## src/rtl/conv_result_fifo_if.sv

```systemverilog
// Wishbone slave bundle between the management SoC and the convolution result FIFO.
interface conv_result_fifo_if;
  logic        stb;
  logic        cyc;
  logic        we;
  logic [3:0]  sel;
  logic [31:0] adr;
  logic [31:0] datIn;
  logic        ack;
  logic [31:0] datOut;

  modport master (output stb, cyc, we, sel, adr, datIn, input ack, datOut);
  modport slave  (input stb, cyc, we, sel, adr, datIn, output ack, datOut);
endinterface

```

## src/rtl/conv_result_fifo.sv

```systemverilog
// Captures convolve output pixels into a FIFO drained by firmware over Wishbone.
// Optional level interrupt and THRESH register enabled by defining CONV_FIFO_IRQ_EN.
module conv_result_fifo #(
  parameter int          BITS      = 9,
  parameter int          DEPTH     = 256,
  parameter logic [31:0] BASE_ADDR = 32'h3000_0000
) (
  input  logic              i_clk,
  input  logic              i_reset,
  input  logic [BITS-1:0]   i_pixel,
  input  logic              i_pixelValid,
  conv_result_fifo_if.slave io_wb
`ifdef CONV_FIFO_IRQ_EN
  ,
  output logic              o_irq
`endif
);

  localparam int AW = $clog2(DEPTH);
  localparam int CW = $clog2(DEPTH + 1);

  logic [BITS-1:0] r_mem [DEPTH];
  logic [AW-1:0]   r_wrPtr;
  logic [AW-1:0]   r_rdPtr;
  logic [CW-1:0]   r_count;
  logic            r_overflow;
  logic            r_underflow;
  logic            r_ack;
  logic [31:0]     r_datOut;

  logic            w_hit;
  logic            w_req;
  logic [1:0]      w_reg;
  logic            w_empty;
  logic            w_full;
  logic            w_pop;
  logic            w_popOk;
  logic            w_ctrlWr;
  logic            w_flush;
  logic            w_clear;
  logic            w_push;
  logic            w_drop;
  logic [BITS-1:0] w_head;
  logic [31:0]     w_headExt;
  logic [31:0]     w_status;
  logic [31:0]     w_rdData;
  logic            w_unused;

  // A request is only taken while ack is low, so every access gets exactly one ack pulse.
  assign w_hit     = (io_wb.adr[31:4] == BASE_ADDR[31:4]);
  assign w_req     = io_wb.cyc & io_wb.stb & w_hit & ~r_ack;
  assign w_reg     = io_wb.adr[3:2];
  assign w_empty   = (r_count == '0);
  assign w_full    = (r_count == CW'(DEPTH));
  assign w_pop     = w_req & ~io_wb.we & (w_reg == 2'd0);
  assign w_popOk   = w_pop & ~w_empty;
  assign w_ctrlWr  = w_req & io_wb.we & (w_reg == 2'd2);
  assign w_flush   = w_ctrlWr & io_wb.datIn[0];
  assign w_clear   = w_ctrlWr & io_wb.datIn[1];
  // A full FIFO still accepts a pixel when the head leaves in the same cycle.
  assign w_push    = i_pixelValid & ~w_flush & (~w_full | w_popOk);
  assign w_drop    = i_pixelValid & ~w_flush & w_full & ~w_popOk;
  assign w_head    = r_mem[r_rdPtr];
  assign w_headExt = {{(32-BITS){w_head[BITS-1]}}, w_head};
  assign w_status  = {12'd0, r_underflow, r_overflow, w_full, w_empty, 16'(r_count)};
  assign w_unused  = &{1'b0, io_wb.sel, io_wb.adr[1:0], io_wb.datIn[31:2]};

  assign io_wb.ack    = r_ack;
  assign io_wb.datOut = r_datOut;

`ifdef CONV_FIFO_IRQ_EN
  logic [15:0] r_thresh;
  logic        r_irq;
  logic        w_threshWr;

  assign w_threshWr = w_req & io_wb.we & (w_reg == 2'd3);
  assign o_irq      = r_irq;

  always_ff @(posedge i_clk) begin
    if (i_reset) begin
      r_thresh <= 16'(DEPTH / 2);
      r_irq    <= 1'b0;
    end else begin
      if (w_threshWr) r_thresh <= io_wb.datIn[15:0];
      r_irq <= (16'(r_count) >= r_thresh) && (r_thresh != 16'd0);
    end
  end
`endif

  always_comb begin
    w_rdData = 32'd0;
    case (w_reg)
      2'd0: w_rdData = w_popOk ? w_headExt : 32'd0;
      2'd1: w_rdData = w_status;
      2'd2: w_rdData = 32'd0;
      2'd3: begin
`ifdef CONV_FIFO_IRQ_EN
        w_rdData = {16'd0, r_thresh};
`else
        w_rdData = 32'd0;
`endif
      end
      default: w_rdData = 32'd0;
    endcase
  end

  always_ff @(posedge i_clk) begin
    if (w_push) r_mem[r_wrPtr] <= i_pixel;
  end

  always_ff @(posedge i_clk) begin
    if (i_reset) begin
      r_wrPtr     <= '0;
      r_rdPtr     <= '0;
      r_count     <= '0;
      r_overflow  <= 1'b0;
      r_underflow <= 1'b0;
      r_ack       <= 1'b0;
      r_datOut    <= 32'd0;
    end else begin
      r_ack    <= w_req;
      r_datOut <= (w_req & ~io_wb.we) ? w_rdData : 32'd0;
      if (w_flush) begin
        r_wrPtr <= '0;
        r_rdPtr <= '0;
        r_count <= '0;
      end else begin
        if (w_push)  r_wrPtr <= r_wrPtr + AW'(1);
        if (w_popOk) r_rdPtr <= r_rdPtr + AW'(1);
        r_count <= r_count + CW'(w_push) - CW'(w_popOk);
      end
      // A fresh error event in the same cycle as a clear leaves the flag set.
      if (w_clear) begin
        r_overflow  <= 1'b0;
        r_underflow <= 1'b0;
      end
      if (w_drop) r_overflow <= 1'b1;
      if (w_pop & w_empty) r_underflow <= 1'b1;
    end
  end

endmodule
```

## src/flat_wrapper.sv

```systemverilog
// flat-port wrapper written by rule: the top's interface ports become plain ports
module conv_result_fifo_flat 
#(
  parameter int          BITS      = 9,
  parameter int          DEPTH     = 256,
  parameter logic [31:0] BASE_ADDR = 32'h3000_0000
)
  (i_clk, i_reset, i_pixel, i_pixelValid, io_wb_stb, io_wb_cyc, io_wb_we, io_wb_sel, io_wb_adr, io_wb_datIn, io_wb_ack, io_wb_datOut);
  conv_result_fifo_if io_wb_i ();
  input  logic i_clk;
  input  logic i_reset;
  input  logic [BITS-1:0] i_pixel;
  input  logic i_pixelValid;
  input wire logic [$bits(io_wb_i.stb)-1:0] io_wb_stb;
  input wire logic [$bits(io_wb_i.cyc)-1:0] io_wb_cyc;
  input wire logic [$bits(io_wb_i.we)-1:0] io_wb_we;
  input wire logic [$bits(io_wb_i.sel)-1:0] io_wb_sel;
  input wire logic [$bits(io_wb_i.adr)-1:0] io_wb_adr;
  input wire logic [$bits(io_wb_i.datIn)-1:0] io_wb_datIn;
  output wire logic [$bits(io_wb_i.ack)-1:0] io_wb_ack;
  output wire logic [$bits(io_wb_i.datOut)-1:0] io_wb_datOut;
  assign io_wb_i.stb = io_wb_stb;
  assign io_wb_i.cyc = io_wb_cyc;
  assign io_wb_i.we = io_wb_we;
  assign io_wb_i.sel = io_wb_sel;
  assign io_wb_i.adr = io_wb_adr;
  assign io_wb_i.datIn = io_wb_datIn;
  assign io_wb_ack = io_wb_i.ack;
  assign io_wb_datOut = io_wb_i.datOut;
  conv_result_fifo #(.BITS(BITS), .DEPTH(DEPTH), .BASE_ADDR(BASE_ADDR)) u_core (.i_clk(i_clk), .i_reset(i_reset), .i_pixel(i_pixel), .i_pixelValid(i_pixelValid), .io_wb(io_wb_i));
endmodule
```

## config.mk

```make
export PLATFORM = sky130hd
export DESIGN_NAME = conv_result_fifo_flat
export DESIGN_NICKNAME = d
export VERILOG_FILES = /design/src/rtl/conv_result_fifo_if.sv /design/src/rtl/conv_result_fifo.sv /design/src/flat_wrapper.sv
export SDC_FILE = /design/constraint.sdc
export NUM_CORES = 2
export LEC_CHECK = 0
export BUFFER_PORTS_ARGS = -buffer_cell sky130_fd_sc_hd__buf_2
export CAP_MARGIN = 20
export CELL_PAD_IN_SITES_DETAIL_PLACEMENT = 2
export CELL_PAD_IN_SITES_GLOBAL_PLACEMENT = 2
export CORE_UTILIZATION = 52
export CTS_BUF_LIST = sky130_fd_sc_hd__clkbuf_2 sky130_fd_sc_hd__clkbuf_4 sky130_fd_sc_hd__clkbuf_8
export CTS_CLUSTER_SIZE = 16
export DETAILED_ROUTE_END_ITERATION = 8
export GPL_ROUTABILITY_DRIVEN = 0
export PLACE_DENSITY = 0.79
export SETUP_SLACK_MARGIN = 0.4
export SLEW_MARGIN = 5
export SYNTH_ARGS = -nofsm -noshare
export SYNTH_HDL_FRONTEND = slang
export SYNTH_SLANG_ARGS = --single-unit
```

## constraint.sdc

```tcl
create_clock -name i_clk -period 4.55 [get_ports i_clk]
set_input_delay 0.91 -clock i_clk [delete_from_list [all_inputs] [get_ports i_clk]]
set_output_delay 0.91 -clock i_clk [all_outputs]
set_load 0.01 [all_outputs]
```

==> impl_metrics.py, run 1 <==
metrics = {
    "place": {
        "dp_hpwl_um": 218000,
        "portBuffers": 79,
    },
    "clock_network": {
        "holdBufCountCts": 1,
        "htree_levels": 5,
        "clock_sinks": 2354,
        "cts_buffers": 390,
        "cts_root_buffer": "clkbuf_8",
        "ctsLongestPathBuffers": 4,
        "post_cts_buffers": 7,
        "post_cts_resized": 6,
    },
    "die": {
        "initial_utilization_pct": 52.49,
        "io-pin-count": 116,
        "fp.dieW_um": 424.1,
        "row_count": 154,
        "dieHeight_um": 424.1,
    },
    "synthesis": {
        "synth_edf_count": 2304,
        "ys.flop_type": "edfxtp_1",
        "syn_inst": 4600,
        "synth_area_per_cell_um2": 20.14,
        "seq_area_frac_synth_pct": 75.76,
        "synth.distinct_cells": 78,
        "synthArstFlopShare_pct": 0,
        "syn_nets": 4700,
        "yosys_register_bits": 2354,
        "synth_area_um2": 92640,
        "yosys_warnings": 0,
    },
    "run_status": {
        "status": "did not finish",
        "haltStage": "clock tree synthesis (4_1_cts)",
        "stop_error": "[ERROR DPL-0033] detailed placement checks failed during check placement.",
    },
}
[per-stage QoR]
step | cells | TNS, ns | instance area (um2) | setup slack, ns | utilization [%]
2_1_floorplan | 4600 | 0 | 92640 | 0.4681 | -
3_3_place_gp | 7213 | 0 | 98410 | 0.3122 | 55.76
3_5_place_dp | 7215 | -42.87 | 98420 | -0.4717 | 55.76
[logic make-up after synthesis]
| group | count (synthesis) | synth area share (%) |
|---|---|---|
| multiplexers | 789 | 15.03 |
| flip-flops | 2354 | 75.76 |
| buffers and inverters | 318 | 2.170 |
| AND/OR/NAND/NOR | 647 | 3.032 |
| AO/OA/AOI/OAI | 455 | 3.582 |
| adder cells (fa/ha/maj) | 17 | 0.2377 |
| XOR/XNOR | 20 | 0.1891 |
[Yosys cell counts (16+ instances only)]
| master | count | area, um2 |
|---|---|---|
| edfxtp_1 | 2304 | 69190 |
| mux4_2 | 451 | 10160 |
| nor2_1 | 356 | 1336 |
| mux2i_1 | 308 | 3083 |
| nand2_1 | 115 | 431.7 |
| clkbuf_1 | 109 | 409.1 |
| a221oi_1 | 101 | 884.6 |
| a21oi_1 | 80 | 400.4 |
| o21ai_0 | 80 | 400.4 |
| buf_2 | 51 | 255.2 |
| dfxtp_1 | 50 | 1001 |
| buf_4 | 47 | 352.8 |
| buf_6 | 47 | 529.3 |
| nand3_1 | 47 | 235.2 |
| a221o_1 | 35 | 350.3 |
| nor3_1 | 29 | 145.1 |
| a22oi_1 | 24 | 180.2 |
| mux4_1 | 23 | 604.3 |
| buf_1 | 21 | 78.83 |
| inv_1 | 21 | 78.83 |
| nand4_1 | 20 | 125.1 |
| a211oi_1 | 16 | 120.1 |
| ha_1 | 16 | 200.2 |
==> run 2, diff against run 1 <==
Settings changed: CELL_PAD_IN_SITES_DETAIL_PLACEMENT 2 to not set, CELL_PAD_IN_SITES_GLOBAL_PLACEMENT 2 to not set, CORE_UTILIZATION 52 to 40, CTS_BUF_LIST sky130_fd_sc_hd__clkbuf_2 sky130_fd_sc_hd__clkbuf_4 sky130_fd_sc_hd__clkbuf_8 to not set, CTS_CLUSTER_SIZE 16 to not set, PLACE_DENSITY 0.79 to not set, PLACE_DENSITY_LB_ADDON set to 0.15, SETUP_SLACK_MARGIN 0.4 to not set.
==> run 2 against run 1 <==
The flow now finishes without violations; synthesized cell count unchanged; area after synthesis stayed put.
==> impl_metrics.py, run 2 <==
metrics = {
    "critical_path": {
        "critPathLaunchType": "register",
        "regToRegEndpoint": "u_core.io_wb.datOut[2]",
        "path_max_fanout": 23,
        "crit_type": "register to register",
        "arrival_ns": 4.75,
        "reg2reg_slack_ns": 0.55,
        "worstSetupEndpoint": "u_core.io_wb.datOut[2]",
        "r2r_cells": 9,
        "required_ns": 5.30,
        "cp-end-kind": "register",
    },
    "synthesis": {
        "yosys_register_bits": 2354,
        "synthArstFlopShare_pct": 0,
        "synth.distinct_cells": 78,
        "synth_area_um2": 92640,
        "syn_nets": 4700,
        "yosysMostFrequentCell": "edfxtp_1",
        "syn_inst": 4600,
        "synth_edf_count": 2304,
        "ys.flop_type": "edfxtp_1",
        "synthAdderAreaFrac_pct": 0.2377,
        "yosys_warnings": 0,
        "synth_compound_area_share_pct": 3.582,
        "synth_top_area_share_pct": 74.68,
        "synth_top_family_by_area": "multiplexers",
        "synth_commonest_cells": "edfxtp_1 (2,304), mux4_2 (451), nor2_1 (356), mux2i_1 (308), nand2_1 (115)",
        "yosys.area.top_type": "edfxtp_1",
        "ys_top_cells_by_area": "edfxtp_1 (75%), mux4_2 (11%), mux2i_1 (3.3%)",
        "muxShareOfSynthArea_pct": 15.03,
        "synth_xor_area_share_pct": 0.1891,
        "yosys.area_share.simple_pct": 3.032,
        "seq_area_frac_synth_pct": 75.76,
        "synth_area_per_cell_um2": 20.14,
    },
    "die": {
        "fp.dieW_um": 483.3,
        "core_area_um2": 230100,
        "io-pin-count": 116,
        "dieHeight_um": 483.3,
        "initial_utilization_pct": 40.26,
        "row_count": 176,
        "dieArea_um2": 233500,
    },
    "pwr": {
        "power_mw": 44.70,
        "pwr-share-seq_pct": 53.5,
        "p_clk_share_pct": 44.1,
        "power.density_nw_per_um2": 416.9,
        "peakVddDrop_v": 0.0003778,
        "comb_power_share_pct": 2.4,
        "leakagePower_nw": 33.11,
        "switching_power_mw": 9.337,
        "swShare_pct": 20.89,
        "intPower_mw": 35.36,
    },
    "place": {
        "portBuffers": 79,
        "dp_hpwl_um": 160400,
        "pre_cts_slack_ns": 0.3339,
    },
    "clock_network": {
        "clock_latency_ns": 0.90,
        "post_cts_buffers": 0,
        "post_cts_resized": 0,
        "path_clk_slew_ns": 0.06,
        "htree_levels": 4,
        "cts_tree": "done",
        "ctsLongestPathBuffers": 3,
        "clock_sinks": 2354,
        "cts_buffers": 239,
        "cts_root_buffer": "clkbuf_16",
        "holdBufCountCts": 0,
    },
    "routing": {
        "drtAntennaViolNets": 0,
        "firstDrtPassIters": 5,
        "via_per_inst": 5.723,
        "wl_per_cell_um": 31.40,
        "totalWireLength_um": 262000,
        "via_count": 47770,
        "drc": 0,
        "drtIter0Drc": 4813,
    },
    "sta": {
        "finalMaxSlewViolations": 0,
        "tns_ns": 0,
        "fmax_ghz": 0.2500,
        "period_needed_ns": 4.000,
        "maxSlewHeadroom_pct": 19.98,
        "fin_ws_ns": 0.5495,
        "hold_viol": 0,
        "skew_ns": 0.08333,
        "period_share_pct": 87.92,
        "setup_viol": 0,
        "worst_pin_slew_ns": 1.200,
        "rsz0062_at_grt": "false",
    },
    "final_layout": {
        "mostFrequentLayoutCells": "edfxtp_1 (2,304), buf_4 (452), mux4_2 (451), nor2_1 (355), mux2i_1 (308)",
        "layout_commonest_cell": "edfxtp_1",
        "layout-drive-gt1-share_pct": 26.31,
        "largest-register": "u_core.r_mem",
        "finalNetCount": 5218,
        "syn2layout_area_growth_pct": 15.72,
        "largest_reg_flops": 2304,
        "fillers": 19280,
    },
    "run_status": {
        "status": "finished clean",
    },
    "global_routing": {
        "track_usage_pct": 22.22,
        "antenna_found_initial": 8,
        "grt_max_degree": 120,
        "use_met2_pct": 35.68,
        "grt_overflow": 0,
        "grt_pass1_wl_um": 367800,
        "grtUsageMet3_pct": 3.517,
        "grt.busiest_layer": "met2",
        "grt_pass1_vias": 47700,
        "gr-usage-met1_pct": 31.83,
    },
    "hold_path": {
        "worstHoldPathType": "input port to register",
    },
    "flow_run": {
        "maxCapViolCount": 0,
    },
}
-- run 2: cell counts after synthesis --
No cell type changed its count.
-- run 2: per-stage QoR --
stage	util, %	hold WS, ns	instances	cell area [um2]
final	46.59	0.2676	8346	107200
after global routing	46.59	0.2119	8345	107200
after global placement	43.16	0.4498	7902	99330
after detailed placement	43.17	0.4572	7903	99340
after CTS	46.58	0.1921	8344	107200
after floorplan	-	0.4269	4600	92640
-- run 2: worst max-delay path: stages (launching register included) --
cell,delay (ns)
dfxtp_4,0.71
buf_12,0.32
buf_4,0.46
mux4_2,0.57
a22oi_1,0.19
nand2_1,0.21
a211oi_1,0.52
a211oi_1,0.16
buf_4,0.20
a2111o_1,0.44
-- run 2: kinds of logic (layout without fill, tap and decap cells) --
logic type      count (synthesis)  after routing
flops                        2354           2354
mux                           789            789
simple gates                  647            647
compound gates                455            455
buf+inv                       318           1036
xor+xnor                       20             20
fa+ha+maj                      17             17
other cells                     0              2
-- run 2: how the worst min path moves through the flow --
stage | to | start | slack (ns) | cells after the start
after detailed placement | u_core.io_wb.datOut[18] | u_core.r_overflow | 0.46 | 1
after global placement | u_core.io_wb.datOut[18] | u_core.r_overflow | 0.45 | 1
after floorplan | u_core.io_wb.datOut[18] | u_core.r_overflow | 0.43 | 1
after CTS | u_core.r_underflow | i_reset | 0.19 | 2
after global routing | u_core.r_underflow | i_reset | 0.21 | 2
final | u_core.r_underflow | i_reset | 0.27 | 2
-- run 2: area by class of cell --
type                            instances  area, um2  area share (%)
Sequential cell                      2354      70210           65.49
Multi-Input combinational cell       1928      20550           19.17
Clock buffer                          293       6183           5.768
Timing Repair Buffer                  572       4693           4.378
Tap cell                             3026       3786           3.532
Clock inverter                        148       1680           1.567
Inverter                               23      97.59         0.09103
Antenna cell                            2      5.005        0.004668
-- run 2: power groups by stage --
| stage | clock network, mW | logic, mW | registers (mW) |
|---|---|---|---|
| floorplan | 0 | 0.390 | 24.4 |
| finish | 19.7 | 1.07 | 23.9 |
| detailed placement | 0 | 1.07 | 24.4 |
| global placement | 0 | 1.05 | 24.4 |
| CTS | 20.1 | 1.07 | 23.9 |
| global route | 20.9 | 1.15 | 23.9 |
-- run 2: layer usage --
metal	vias to the layer above	wire (um)
met5	-	0
met4	0	5587
met3	289	15650
met2	1564	125600
met1	25840	115200
li1	20080	-
No activity file was read; power rests on OpenSTA's default activity.
